**config.mk**
```make
export PLATFORM = sky130hd
export DESIGN_NAME = vga_timing_gen
export DESIGN_NICKNAME = d
export VERILOG_FILES = /design/src/rtl/vga_pkg.sv /design/src/rtl/mod_counter.sv /design/src/rtl/vga_timing_gen.sv
export SDC_FILE = /design/constraint.sdc
export NUM_CORES = 1
export LEC_CHECK = 0
export CORE_MARGIN = 5
export CORE_UTILIZATION = 50
export CTS_BUF_LIST = sky130_fd_sc_hd__clkbuf_16
export DETAILED_ROUTE_END_ITERATION = 16
export PLACE_DENSITY = 0.78
export SYNTH_ARGS = -nofsm -noshare
export SYNTH_HDL_FRONTEND = slang
export SYNTH_SLANG_ARGS = --single-unit
```
**constraint.sdc**
```tcl
create_clock -name clk -period 3.4 [get_ports clk]
set_clock_uncertainty 0.1 [all_clocks]
set_input_delay 0.68 -clock clk [delete_from_list [all_inputs] [get_ports clk]]
set_output_delay 0.68 -clock clk [all_outputs]
set_load 0.02 [all_outputs]
```
**src/rtl/vga_pkg.sv**
```systemverilog
`default_nettype none
// ============================================================================
// Module      : vga_pkg
// Description : Shared 640x480@60 raster timing constants for the VGA path.
// Revision    : 1.0 - initial release
// ============================================================================
package vga_pkg;

  localparam int H_ACT  = 640;
  localparam int H_FP   = 16;
  localparam int H_SYNC = 96;
  localparam int H_BP   = 48;
  localparam int V_ACT  = 480;
  localparam int V_FP   = 10;
  localparam int V_SYNC = 2;
  localparam int V_BP   = 33;

  localparam int H_TOTAL      = H_ACT + H_FP + H_SYNC + H_BP;
  localparam int V_TOTAL      = V_ACT + V_FP + V_SYNC + V_BP;
  localparam int H_SYNC_START = H_ACT + H_FP;
  localparam int H_SYNC_END   = H_SYNC_START + H_SYNC;
  localparam int V_SYNC_START = V_ACT + V_FP;
  localparam int V_SYNC_END   = V_SYNC_START + V_SYNC;

  // Sync level while asserted; 0 selects active-low sync.
  localparam bit SYNC_ACT = 1'b0;

  // Wide enough for totals up to 1024.
  localparam int CNT_W = 10;

endpackage
`default_nettype wire

```
**src/rtl/mod_counter.sv**
```systemverilog
`default_nettype none
// ============================================================================
// Module      : mod_counter
// Description : Enabled modulo-MAX counter exposing its next value and wrap.
// Revision    : 1.0 - initial release
// ============================================================================
module mod_counter #(
  parameter int MAX = 800,
  parameter int W   = 10
) (
  input  logic         clk,
  input  logic         rst_n,
  input  logic         i_en,
  output logic [W-1:0] o_count,
  output logic [W-1:0] o_count_nxt,
  output logic         o_wrap
);

  localparam logic [W-1:0] C_LAST = W'(MAX - 1);

  logic [W-1:0] r_count;
  logic [W-1:0] w_count_nxt;
  logic         w_last;

  assign w_last = (r_count == C_LAST);

  always_comb begin
    w_count_nxt = r_count;
    if (i_en) begin
      w_count_nxt = w_last ? '0 : r_count + 1'b1;
    end
  end

  always_ff @(posedge clk or negedge rst_n) begin
    if (!rst_n) begin
      r_count <= '0;
    end else begin
      r_count <= w_count_nxt;
    end
  end

  // Wrap flags the terminal count only; the caller qualifies it with its enable.
  assign o_count     = r_count;
  assign o_count_nxt = w_count_nxt;
  assign o_wrap      = w_last;

endmodule
`default_nettype wire

```
**src/rtl/vga_timing_gen.sv**
```systemverilog
`default_nettype none
// ============================================================================
// Module      : vga_timing_gen
// Description : VGA raster counters with aligned HSYNC/VSYNC/BLANK_N strobes
//               and a one-clock frame-start pulse.
// Revision    : 1.0 - initial release
// ============================================================================
module vga_timing_gen
  import vga_pkg::*;
#(
  parameter int H_ACT_P    = vga_pkg::H_ACT,
  parameter int H_FP_P     = vga_pkg::H_FP,
  parameter int H_SYNC_P   = vga_pkg::H_SYNC,
  parameter int H_BP_P     = vga_pkg::H_BP,
  parameter int V_ACT_P    = vga_pkg::V_ACT,
  parameter int V_FP_P     = vga_pkg::V_FP,
  parameter int V_SYNC_P   = vga_pkg::V_SYNC,
  parameter int V_BP_P     = vga_pkg::V_BP,
  parameter bit SYNC_ACT_P = vga_pkg::SYNC_ACT
) (
  input  logic             clk,
  input  logic             rst_n,
  input  logic             pix_en,
  output logic [CNT_W-1:0] hpixel,
  output logic [CNT_W-1:0] vline,
  output logic             hsync,
  output logic             vsync,
  output logic             blank_n,
  output logic             frame_start
);

  localparam int C_H_TOTAL = H_ACT_P + H_FP_P + H_SYNC_P + H_BP_P;
  localparam int C_V_TOTAL = V_ACT_P + V_FP_P + V_SYNC_P + V_BP_P;

  // One extra bit so a boundary equal to 1024 still compares correctly.
  localparam logic [CNT_W:0] C_H_ACT = (CNT_W+1)'(H_ACT_P);
  localparam logic [CNT_W:0] C_H_SS  = (CNT_W+1)'(H_ACT_P + H_FP_P);
  localparam logic [CNT_W:0] C_H_SE  = (CNT_W+1)'(H_ACT_P + H_FP_P + H_SYNC_P);
  localparam logic [CNT_W:0] C_V_ACT = (CNT_W+1)'(V_ACT_P);
  localparam logic [CNT_W:0] C_V_SS  = (CNT_W+1)'(V_ACT_P + V_FP_P);
  localparam logic [CNT_W:0] C_V_SE  = (CNT_W+1)'(V_ACT_P + V_FP_P + V_SYNC_P);

  logic [CNT_W-1:0] w_h_nxt;
  logic [CNT_W-1:0] w_v_nxt;
  logic             w_h_wrap;
  logic             w_v_wrap;
  logic             w_v_en;
  logic [CNT_W:0]   w_h_ext;
  logic [CNT_W:0]   w_v_ext;
  logic             w_h_in_sync;
  logic             w_v_in_sync;
  logic             w_visible;

  logic r_hsync;
  logic r_vsync;
  logic r_blank_n;
  logic r_frame_start;

  assign w_v_en = pix_en & w_h_wrap;

  mod_counter #(.MAX(C_H_TOTAL), .W(CNT_W)) u_hcnt (
    .clk         (clk),
    .rst_n       (rst_n),
    .i_en        (pix_en),
    .o_count     (hpixel),
    .o_count_nxt (w_h_nxt),
    .o_wrap      (w_h_wrap)
  );

  mod_counter #(.MAX(C_V_TOTAL), .W(CNT_W)) u_vcnt (
    .clk         (clk),
    .rst_n       (rst_n),
    .i_en        (w_v_en),
    .o_count     (vline),
    .o_count_nxt (w_v_nxt),
    .o_wrap      (w_v_wrap)
  );

  // Decode from next-state counts so registered strobes line up with hpixel/vline.
  assign w_h_ext     = {1'b0, w_h_nxt};
  assign w_v_ext     = {1'b0, w_v_nxt};
  assign w_h_in_sync = (w_h_ext >= C_H_SS) && (w_h_ext < C_H_SE);
  assign w_v_in_sync = (w_v_ext >= C_V_SS) && (w_v_ext < C_V_SE);
  assign w_visible   = (w_h_ext < C_H_ACT) && (w_v_ext < C_V_ACT);

  always_ff @(posedge clk or negedge rst_n) begin
    if (!rst_n) begin
      r_hsync       <= ~SYNC_ACT_P;
      r_vsync       <= ~SYNC_ACT_P;
      r_blank_n     <= 1'b1;
      r_frame_start <= 1'b0;
    end else begin
      r_frame_start <= pix_en & w_h_wrap & w_v_wrap;
      if (pix_en) begin
        r_hsync   <= w_h_in_sync ? SYNC_ACT_P : ~SYNC_ACT_P;
        r_vsync   <= w_v_in_sync ? SYNC_ACT_P : ~SYNC_ACT_P;
        r_blank_n <= w_visible;
      end
    end
  end

  assign hsync       = r_hsync;
  assign vsync       = r_vsync;
  assign blank_n     = r_blank_n;
  assign frame_start = r_frame_start;

endmodule
`default_nettype wire

```
== After elaboration in Yosys (flattened, before gate mapping) ==
Index checks and enable logic that the tools add are counted.
Operators by class
  add/subtract/negate cells: 2
  order comparisons: 6
  eq/ne operators: 2
  mux-type cells: 6
  bitwise operators: 2
  reductions and logical operators: 3
Operators with widths (count)
  $mux 10: 4
  $add 10x1->10 const B: 2
  $eq 10x10->1 const B: 2
  $lt 10x10->1 const B: 2
  $lt 10x9->1 const B: 2
  $ge 10x10->1 const B: 1
  $ge 10x9->1 const B: 1
  $logic_and 1x1->1: 3
  $and 1x1->1: 2
  $mux 1: 2
Word-level totals
  register bits: 24
  output and inout port bits: 24
  logic and storage cells: 27

== Logic depth before layout (Yosys ltp) ==
Gate-level depths: netlist of run 1.
  word-level depth: 6
  gate-level depth with buffers: 8
  gate-level depth less buffers: 8

== Cells and area by module ==
A second synthesis of run 1 with hierarchy kept.
Unflattened totals
  cells, all modules: 124
  area total of the unflattened synthesis: 1278.7 µm²
By module, submodules not included
  mod_counter at u_hcnt: instances 1, cells an instance 52, area an instance 540.5 µm², seq. area each 250.2 µm²
  mod_counter at u_vcnt: instances 1, cells an instance 52, area an instance 536.8 µm², seq. area each 250.2 µm²
  vga_timing_gen: instances 1, cells an instance 20, area an instance 201.4 µm², seq. area each 103.8 µm²

== Worst setup path after synthesis of run 1 ==
OpenSTA, ideal clock, no wires.
  path kind: register to register
  start: register u_hcnt.r_count[6] (netlist: u_hcnt.o_count[6])
  end: register r_vsync (netlist: vsync)
  setup time: 0.077 ns
  arrival: 2.418 ns
  setup slack: 0.805 ns
  stages on the path, launching flop included: 9
  buffers on the path: 2
  clock period less this slack: 2.595 ns
  path through: dfrtp_1 > buf_6 > or4b_4 > or3_1 > buf_2 > or4_1 > nand2_1 > nor3b_1 > a31oi_1
On the way
  longest elaborated chain between the ends: 6
  elaborated cells between the ends (all ways): 7
  classes of those cells: order compare: 2; eq/ne: 1; mux: 2; bitwise: 1; reduce/logical: 1
RTL lines
  start: declaration: line mod_counter.sv:21  | logic [W-1:0] r_count;
  start signal: assignment: line mod_counter.sv:38  | r_count <= w_count_nxt;
  $eq 10x10->1 *: line mod_counter.sv:25  | assign w_last = (r_count == C_LAST);
  $and 1x1->1 *: line vga_timing_gen.sv:59  | assign w_v_en = pix_en & w_h_wrap;
  $mux 10 *: line mod_counter.sv:29  | if (i_en) begin
  via u_vcnt.o_count_nxt[4]: line mod_counter.sv:15  | output logic [W-1:0] o_count_nxt,
  $ge 10x9->1 / $lt 10x9->1 (equally long branches): line vga_timing_gen.sv:83  | assign w_v_in_sync = (w_v_ext >= C_V_SS) && (w_v_ext < C_V_SE);
  $logic_and 1x1->1 *: line vga_timing_gen.sv:83
  $mux 1 *: line vga_timing_gen.sv:96  | r_vsync <= w_v_in_sync ? SYNC_ACT_P : ~SYNC_ACT_P;
  end signal: assignment: line vga_timing_gen.sv:89  | r_vsync <= ~SYNC_ACT_P;
  end signal: assignment: line vga_timing_gen.sv:96
  end: declaration: line vga_timing_gen.sv:55  | logic r_vsync;
The timed path passes the listed nets; every way through them passes the cells marked *.
A chain may end at the register's enable or synchronous reset.

== Final worst setup path of run 1 ==
  start: input pix_en
  end: register r_vsync (netlist: vsync)
On the way
  longest elaborated chain between the ends: 5
  elaborated cells between the ends (all ways): 6
  classes of those cells: order compare: 2; mux: 2; bitwise: 1; reduce/logical: 1
RTL lines
  start: declaration: line vga_timing_gen.sv:23  | input logic pix_en,
  $and 1x1->1 *: line vga_timing_gen.sv:59
  $mux 10 *: line mod_counter.sv:29
  via u_vcnt.o_count_nxt[4]: line mod_counter.sv:15
  $ge 10x9->1 / $lt 10x9->1 (equally long branches): line vga_timing_gen.sv:83
  $logic_and 1x1->1 *: line vga_timing_gen.sv:83
  $mux 1 *: line vga_timing_gen.sv:96
Marked as above.

==> results of run 1 <==
[cell usage after synthesis, drive strengths merged, types with 4 or more instances]
library cell   n
inv            6
nor3           4
xor2           4
dfrtp         21
xnor2          8
nor2          10
nand3          9
nand2         16
nand4          7
o21ai         11
[power by group through the flow]
| stage | logic [mW] | clock network [mW] | registers (mW) |
|---|---|---|---|
| 6_report | 0.184 | 0.253 | 0.370 |
| 5_1_grt | 0.204 | 0.271 | 0.376 |
| 4_1_cts | 0.187 | 0.258 | 0.368 |
| 3_5_place_dp | 0.186 | 0 | 0.372 |
| 3_3_place_gp | 0.182 | 0 | 0.372 |
| 2_1_floorplan | 0.0690 | 0 | 0.398 |
[flip-flops by register name (all words and copies together), names as in the netlist]
name,count
blank_n,1
frame_start,1
hsync,1
u_hcnt.o_count,10
u_vcnt.o_count,10
vsync,1
[metal layers]
| layer | GRT usage [%] | vias to the layer above | part of all wire, % |
|---|---|---|---|
| li1 | - | 569 | - |
| met4 | 6.667 | 0 | 0.54 |
| met5 | 0 | - | 0 |
| met1 | 25.52 | 570 | 45 |
| met3 | 3.926 | 2 | 5.6 |
| met2 | 29.73 | 26 | 48 |
[final timing paths]
kind,endpoint,cells past startpoint,slack [ns],from
min reg2reg,blank_n,2,0.38,blank_n
max,vsync,7,0.71,pix_en
max in group asynchronous,hsync,2,2.22,rst_n
min in group asynchronous,u_vcnt.o_count[7],2,0.69,rst_n
max reg2reg,vsync,6,0.78,u_hcnt.o_count[5]
min,blank_n,2,0.38,blank_n
[cell families (layout without fill, tap and decap cells)]
kind of cell | Yosys count | count (layout) | synth area share (%)
xor gates and xnor gates | 12 | 12 | 7.756
adders and majority gates | 3 | 3 | 2.770
buffers and inverters | 12 | 39 | 4.986
muxes | 1 | 1 | 0.7387
and+or+nand+nor | 64 | 64 | 26.22
AOI/OAI and AO/OA | 26 | 26 | 12.93
DFF | 24 | 24 | 44.60
[worst reg2reg max path: stages (launching register included)]
cell and delay, ns:
dfrtp_1 0.48, or4b_4 0.60, or3_1 0.51, or4_1 0.53
nand2_1 0.10, nor3b_1 0.05, a31oi_1 0.17
[final cells by class]
type / count / share of cell area (%)
Clock buffer: 3 / 4.392
Clock inverter: 1 / 0.2196
Inverter: 6 / 1.318
Multi-Input combinational cell: 106 / 39.97
Sequential cell: 24 / 35.36
Tap cell: 30 / 2.196
Timing Repair Buffer: 29 / 16.54
==> summary.txt, run 1 <==
GRT Total Usage -> 18.81%
ys async rst share -> 100.0%
via count -> 1167
Slew Limit Fails -> 0
worst skew pair latency -> 0.25 ns
Ys Warns -> 0
Post-Syn Area per Cell -> 9.543 um^2
Switching Fraction -> 30.57%
TritonCTS buffer count -> 3
post-synthesis sequential area ratio -> 44.60%
Syn-to-layout area delta -> 26.13%
relative slew slack -> 76.55%
Layout Nets -> 176
post-route ant nets -> 0
CTS tree -> built
worst slew pin tran -> 0.3488 ns
most common cell after layout, fill and taps aside -> clkdlybuf4s50_1
area of the multi-input gates -> 683.2 um^2
maximum root-to-sink buffer count -> 2
routability cong. -> 0.8487
CP Cell Sequence -> clkdlybuf4s50_1 -> nand4_1 -> or3_1 -> or4_1 -> nand2_1 -> nor3b_1 -> a31oi_1
commonest cells after routing, fill and taps aside -> clkdlybuf4s50_1, dfrtp_1, nand2_1
Hold/Removal Path Class -> flip-flop to flip-flop
CTS Hold Bufs -> 0
MaxCap Viol Count -> 0
crit path kind -> primary input to flip-flop
Top Family by Delay on Critical Path -> simple AND/OR/NAND/NOR gates
nature of the critical path startpoint -> primary input
fmax -> 372.0 MHz
Netlist Area Pre-Place -> 1355 um^2
top post-synthesis cells by area -> dfrtp_1, dfstp_2, xnor2_1, nand2_1, o21ai_0
Worst Setup Slack, final -> 0.7122 ns
Worst EP required -> 3.48 ns
Post-synth EDFFs -> 0
DP Area -> 1630 um^2
Internal -> 0.5604 mW
share of the synthesized area in the top cell type -> 38.78%
Crit Path Max Fanout -> 9
fin crit period -> 2.688 ns
postcts setup bufs -> 0
total area of sequential cells -> 604.3 um^2
final cell count without fillers -> 199
Final Cell Area -> 1709 um^2
placed instance count -> 195
pin count of the biggest net entering global routing -> 25
combinational share of power -> 22.8%
Pre-antenna DRT Iters -> 4
Setup violations, final -> 0
Final Hold Slack -> 0.3833 ns
Worst path slowest cell -> or3_1
routed len/inst -> 15.73 um
fill cell count -> 208
DIE WIDTH -> 62.06 um
drc violations -> 0
Tcrit/Tclk final -> 79.05%
CTS clk-pin slew, worst paths -> 0.06 ns
Root Driver -> clkbuf_16
Critical Path End Type -> flip-flop
clock share of power -> 31.3%
Hold Vio Cnt, Final -> 0
initial antenna violation count -> 0
grt ovf -> 0
Fin Setup TNS -> 0 ns
flops & latches, synth -> 24
switching pwr -> 0.2468 mW
Die H -> 62.06 um
Ant. Diodes -> 0
DP Worst Slack -> 0.4496 ns
Synth Instances -> 142
clock sinks -> 24
Die Area -> 3851 um^2
Yosys cell types -> 42
post-DP HPWL -> 2325 um
Avg Vias per Cell -> 5.864
Starting Density -> 53.24%
Core ar. -> 2545 um^2
slowest cell delay on critical path -> 0.54 ns
WP buf/inv -> 1
number of global-route vias before repair -> 1118
port buffer count -> 26
CTS H-tree depth -> 1
global-route wire length before repair -> 5292 um
ys flop type -> dfrtp_1
cell leakage power -> 0.6914 nW
I/O Pins -> 27
pwr dens -> 472.3 nW/um^2
critical path arrival -> 2.77 ns
final WL -> 3130 um
final core occ -> 67.16%
DRT iter0 DRCs -> 33
row count -> 18
Max IR drop VDD -> 0.4807 mV
sequential share of power -> 45.8%
share of cells above drive strength 1 -> 10.06%
status -> completed
overall power -> 0.8073 mW
cts repair resizes -> 0
Synth area leader -> dfrtp_1
Mapped Nets -> 148
unrepaired setup endpoints after global routing -> no
Power figures use the tool's default switching activity.
==> inputs of run 2 (changes only) <==
- clock period: 3.4 -> 2.7 ns (I/O delays scaled with it)
==> summary.txt, run 2 (synthesized netlist as in run 1, its figures left out) <==
status -> completed
worst slew pin tran -> 0.3914 ns (+0.04264 ns)
Crit Path Max Fanout -> 7 (-2)
nature of the critical path startpoint -> flip-flop
row count -> 18 (unchanged)
Hold/Removal Path Class -> flip-flop to flip-flop
DIE WIDTH -> 62.06 um (unchanged)
critical path arrival -> 2.62 ns (-0.15 ns)
pwr dens -> 592.6 nW/um^2 (+25%)
cell leakage power -> 0.7122 nW (+3.0%)
Internal -> 0.7162 mW (+28%)
relative slew slack -> 73.66% (-2.9 points)
via count -> 1245 (+6.7%)
Final Cell Area -> 1747 um^2 (+2.2%)
sequential share of power -> 44.0% (-1.8 points)
GRT Total Usage -> 20.15% (+1.3 points)
Die Area -> 3851 um^2 (unchanged)
post-DP HPWL -> 2405 um (+3.4%)
initial antenna violation count -> 0 (unchanged)
Core ar. -> 2545 um^2 (unchanged)
Hold Path Depth -> 2 (unchanged)
fin crit period -> 2.538 ns
routed len/inst -> 16.65 um (+5.9%)
unrepaired setup endpoints after global routing -> no
Max IR drop VDD -> 0.5500 mV (+14%)
clock sinks -> 24 (unchanged)
postcts setup bufs -> 0 (unchanged)
number of global-route vias before repair -> 1226 (+9.7%)
final core occ -> 68.63% (+1.5 points)
Avg Vias per Cell -> 6.103 (+4.1%)
switching pwr -> 0.3189 mW (+29%)
CTS H-tree depth -> 1 (unchanged)
CTS clk-pin slew, worst paths -> 0.06 ns (about the same)
pin count of the biggest net entering global routing -> 25 (unchanged)
combinational share of power -> 24.5% (+1.7 points)
maximum root-to-sink buffer count -> 2 (unchanged)
Critical Path End Type -> flip-flop
CTS Hold Bufs -> 0 (unchanged)
Tcrit/Tclk final -> 94.01%
Layout Nets -> 181 (+2.8%)
Syn-to-layout area delta -> 28.90%
most common cell after layout, fill and taps aside -> clkdlybuf4s50_1
Final Hold Slack -> 0.3865 ns (+0.003119 ns)
grt ovf -> 0 (unchanged)
Slew Limit Fails -> 0 (unchanged)
routability cong. -> 0.8051 (-5.1%)
Hold Vio Cnt, Final -> 0 (unchanged)
Pre-antenna DRT Iters -> 4 (unchanged)
Root Driver -> clkbuf_16
share of cells above drive strength 1 -> 12.64% (+2.6 points)
final WL -> 3397 um (+8.5%)
post-route ant nets -> 0 (unchanged)
clock share of power -> 31.5% (+0.2 points)
CTS tree -> built
Worst Reg-to-Reg Cells -> 6 (unchanged)
worst skew pair latency -> 0.26 ns (about the same)
drc violations -> 0 (unchanged)
Switching Fraction -> 30.81% (+0.23 points)
I/O Pins -> 27 (unchanged)
commonest cells after routing, fill and taps aside -> clkdlybuf4s50_1, dfrtp_1, nand2_1
fmax -> 394.0 MHz
Setup violations, final -> 0 (unchanged)
TritonCTS buffer count -> 3 (unchanged)
Worst EP required -> 2.78 ns (-0.70 ns)
Ant. Diodes -> 0 (unchanged)
Starting Density -> 53.24% (unchanged)
cts repair resizes -> 0 (unchanged)
port buffer count -> 26 (unchanged)
Die H -> 62.06 um (unchanged)
MaxCap Viol Count -> 0 (unchanged)
global-route wire length before repair -> 5706 um (+7.8%)
DP Area -> 1668 um^2 (+2.3%)
crit path kind -> flip-flop to flip-flop
DRT iter0 DRCs -> 90 (+170%)
-- run 2: cell type report --
type,instances,area (um^2)
Clock buffer,3,75.07
Clock inverter,1,3.754
Fill cell,210,798.3
Inverter,6,22.52
Multi-Input combinational cell,106,683.2
Sequential cell,24,604.3
Tap cell,30,37.54
Timing Repair Buffer,34,320.3
-- run 2: path summary, 6_finish.rpt --
path,from,endpoint,slack (ns)
max,u_hcnt.o_count[7],vsync,0.16
min,blank_n,blank_n,0.39
max reg2reg,u_hcnt.o_count[7],vsync,0.16
min reg2reg,blank_n,blank_n,0.39
max in group asynchronous,rst_n,hsync,1.66
min in group asynchronous,rst_n,u_vcnt.o_count[9],0.54
-- run 2: layer usage --
| layer | global-route usage (%) | up-vias | wire length [um] |
|---|---|---|---|
| li1 | - | 585 | - |
| met1 | 28.76 | 611 | 1600 |
| met2 | 31.36 | 44 | 1576 |
| met3 | 3.719 | 5 | 184 |
| met4 | 5.455 | 0 | 36 |
| met5 | 0 | - | 0 |
-- run 2: metrics by stage --
stage / power, mW / setup TNS [ns] / setup WS, ns / std cells
detailed placement: 0.7170 / -0.02287 / -0.02287 / 200
global placement: 0.7102 / 0 / 0.07444 / 200
floorplan: 0.5884 / 0 / 0.1046 / 142
finish: 1.035 / 0 / 0.1618 / 204
CTS: 1.041 / 0 / 0.1743 / 204
global route: 1.081 / 0 / 0.06203 / 204
-- run 2: power by group through the flow --
stage / sequential (mW) / clock [mW] / combinational (mW)
finish: 0.455 / 0.326 / 0.254
global route: 0.462 / 0.341 / 0.277
CTS: 0.456 / 0.327 / 0.257
floorplan: 0.501 / 0 / 0.0869
detailed placement: 0.461 / 0 / 0.256
global placement: 0.459 / 0 / 0.251
-- run 2: worst max-delay path, stage by stage, from the launching register on --
cell and delay [ns]:
dfrtp_1 0.45, or4b_4 0.54, or3_1 0.49, or4_1 0.53
nand2_1 0.12, nor3b_1 0.06, a31oi_1 0.17
==> inputs of run 3 (changes only) <==
- PLACE_DENSITY: 0.78 -> 0.83
==> summary.txt, run 3 (synthesized netlist as in run 1, its figures left out) <==
CTS H-tree depth -> 1 (unchanged)
total area of sequential cells -> 604.3 um^2 (unchanged)
Slew Limit Fails -> 0 (unchanged)
relative slew slack -> 69.19% (-4.5 points)
GRT Total Usage -> 20.13% (-0.026 points)
CTS clk-pin slew, worst paths -> 0.06 ns (about the same)
port buffer count -> 26 (unchanged)
pwr dens -> 590.4 nW/um^2 (-0.38%)
Setup violations, final -> 0 (unchanged)
pin count of the biggest net entering global routing -> 25 (unchanged)
Critical Path End Type -> flip-flop
I/O Pins -> 27 (unchanged)
maximum root-to-sink buffer count -> 2 (unchanged)
worst skew pair latency -> 0.26 ns (about the same)
area of the multi-input gates -> 696.9 um^2 (+2.0%)
routed len/inst -> 16.68 um (+0.18%)
Worst EP required -> 2.78 ns (about the same)
routability cong. -> 0.8752 (+8.7%)
row count -> 18 (unchanged)
Syn-to-layout area delta -> 29.92%
post-DP HPWL -> 2416 um (+0.47%)
clock share of power -> 31.4% (about the same)
Max IR drop VDD -> 0.6521 mV (+19%)
final cell count without fillers -> 204 (unchanged)
fmax -> 398.4 MHz (+1.1%)
post-route ant nets -> 0 (unchanged)
CTS Hold Bufs -> 0 (unchanged)
Layout Nets -> 181 (unchanged)
DIE WIDTH -> 62.06 um (unchanged)
Core ar. -> 2545 um^2 (unchanged)
combinational share of power -> 25.2% (+0.7 points)
TritonCTS buffer count -> 3 (unchanged)
most common cell after layout, fill and taps aside -> clkdlybuf4s50_1
via count -> 1233 (-0.96%)
DRT iter0 DRCs -> 66 (-27%)
Hold/Removal Path Class -> flip-flop to flip-flop
final WL -> 3403 um (+0.18%)
Tcrit/Tclk final -> 92.95% (-1.1 points)
fin crit period -> 2.510 ns (-0.02840 ns)
commonest cells after routing, fill and taps aside -> clkdlybuf4s50_1, dfrtp_1, nand2_1
Die H -> 62.06 um (unchanged)
Crit Path Max Fanout -> 6 (-1)
placed instance count -> 200 (unchanged)
unrepaired setup endpoints after global routing -> no
Die Area -> 3851 um^2 (unchanged)
Switching Fraction -> 30.95% (+0.14 points)
drc violations -> 0 (unchanged)
CTS tree -> built
crit path kind -> flip-flop to flip-flop
MaxCap Viol Count -> 0 (unchanged)
global-route wire length before repair -> 5727 um (+0.37%)
Hold Vio Cnt, Final -> 0 (unchanged)
nature of the critical path startpoint -> flip-flop
grt ovf -> 0 (unchanged)
Fin Setup TNS -> 0 ns (unchanged)
clock sinks -> 24 (unchanged)
share of cells above drive strength 1 -> 13.22% (+0.57 points)
cell leakage power -> 0.7362 nW (+3.4%)
Pre-antenna DRT Iters -> 4 (unchanged)
worst slew pin tran -> 0.4579 ns (+0.06643 ns)
status -> completed
Internal -> 0.7177 mW (+0.20%)
Starting Density -> 53.24% (unchanged)
switching pwr -> 0.3216 mW (+0.87%)
sequential share of power -> 43.4% (-0.6 points)
Avg Vias per Cell -> 6.044 (-0.96%)
number of global-route vias before repair -> 1223 (-0.24%)
initial antenna violation count -> 0 (unchanged)
Root Driver -> clkbuf_16
critical path arrival -> 2.59 ns (-0.03 ns)
fill cell count -> 193 (-8.1%)
Ant. Diodes -> 0 (unchanged)
-- run 3: cell count changes in the layout (fill, tap and decap cells not counted) --
cell / before / now
clkinv_1: 1 / 0
inv_1: 6 / 7
nor3_2: 1 / 0
nor3_4: 0 / 1
o41ai_1: 1 / 0
o41ai_2: 0 / 1
-- run 3: layout make-up --
type | instances | area share [%]
Tap cell | 30 | 2.132
Sequential cell | 24 | 34.33
Inverter | 6 | 1.279
Clock buffer | 3 | 4.264
Timing Repair Buffer | 34 | 18.19
Multi-Input combinational cell | 106 | 39.59
Clock inverter | 1 | 0.2132
-- run 3: power by group through the flow --
stage | clock network, mW | registers (mW) | logic (mW)
after floorplan | 0 | 0.501 | 0.0869
final | 0.326 | 0.451 | 0.262
after detailed placement | 0 | 0.457 | 0.259
after global routing | 0.340 | 0.460 | 0.281
after CTS | 0.332 | 0.451 | 0.263
after global placement | 0 | 0.456 | 0.252
-- run 3: path summary, 6_finish.rpt --
check                                  start  cells after the start                end  slack (ns)
max                        u_hcnt.o_count[7]                      6              vsync        0.19
min                                  blank_n                      2            blank_n        0.41
max reg2reg                u_hcnt.o_count[7]                      6              vsync        0.19
min reg2reg                          blank_n                      2            blank_n        0.41
max in group asynchronous              rst_n                      2              vsync        1.67
min in group asynchronous              rst_n                      2  u_hcnt.o_count[1]        0.54
-- run 3: layer usage --
layer / share of wire [%] / wire length (um) / global-route usage, % / up-vias
met5: 0 / 0 / 0 / -
met4: 1.3 / 44 / 7.576 / 0
met3: 6.1 / 207 / 3.719 / 6
met2: 48 / 1632 / 31.36 / 52
met1: 45 / 1519 / 27.79 / 597
li1: - / - / - / 578
-- run 3: timing repair --
item | in CTS | in global routing
hold endpoints to repair | 0 | 0
setup buffers | 0 | 0
gates resized for setup | 0 | 2
setup endpoints to repair | 0 | 1
-- run 3: metrics by stage --
stage,util (%),instance area [um^2],hold WS [ns],power (mW),setup WS [ns]
floorplan,-,1355,0.1444,0.5884,0.1046
CTS,68.63,1747,0.4049,1.046,0.1845
global route,69.17,1760,0.4389,1.081,0.09694
finish,69.17,1760,0.4081,1.039,0.1902
detailed placement,65.54,1668,0.3967,0.7156,0.0002771
global placement,65.54,1668,0.3703,0.7079,0.08009
-- run 3: critical path, cell delays in order (launching register included) --
cell and delay (ns):
dfrtp_1 0.44, or4b_4 0.55, or3_1 0.48, or4_1 0.52
nand2_1 0.10, nor3b_1 0.05, a31oi_1 0.18
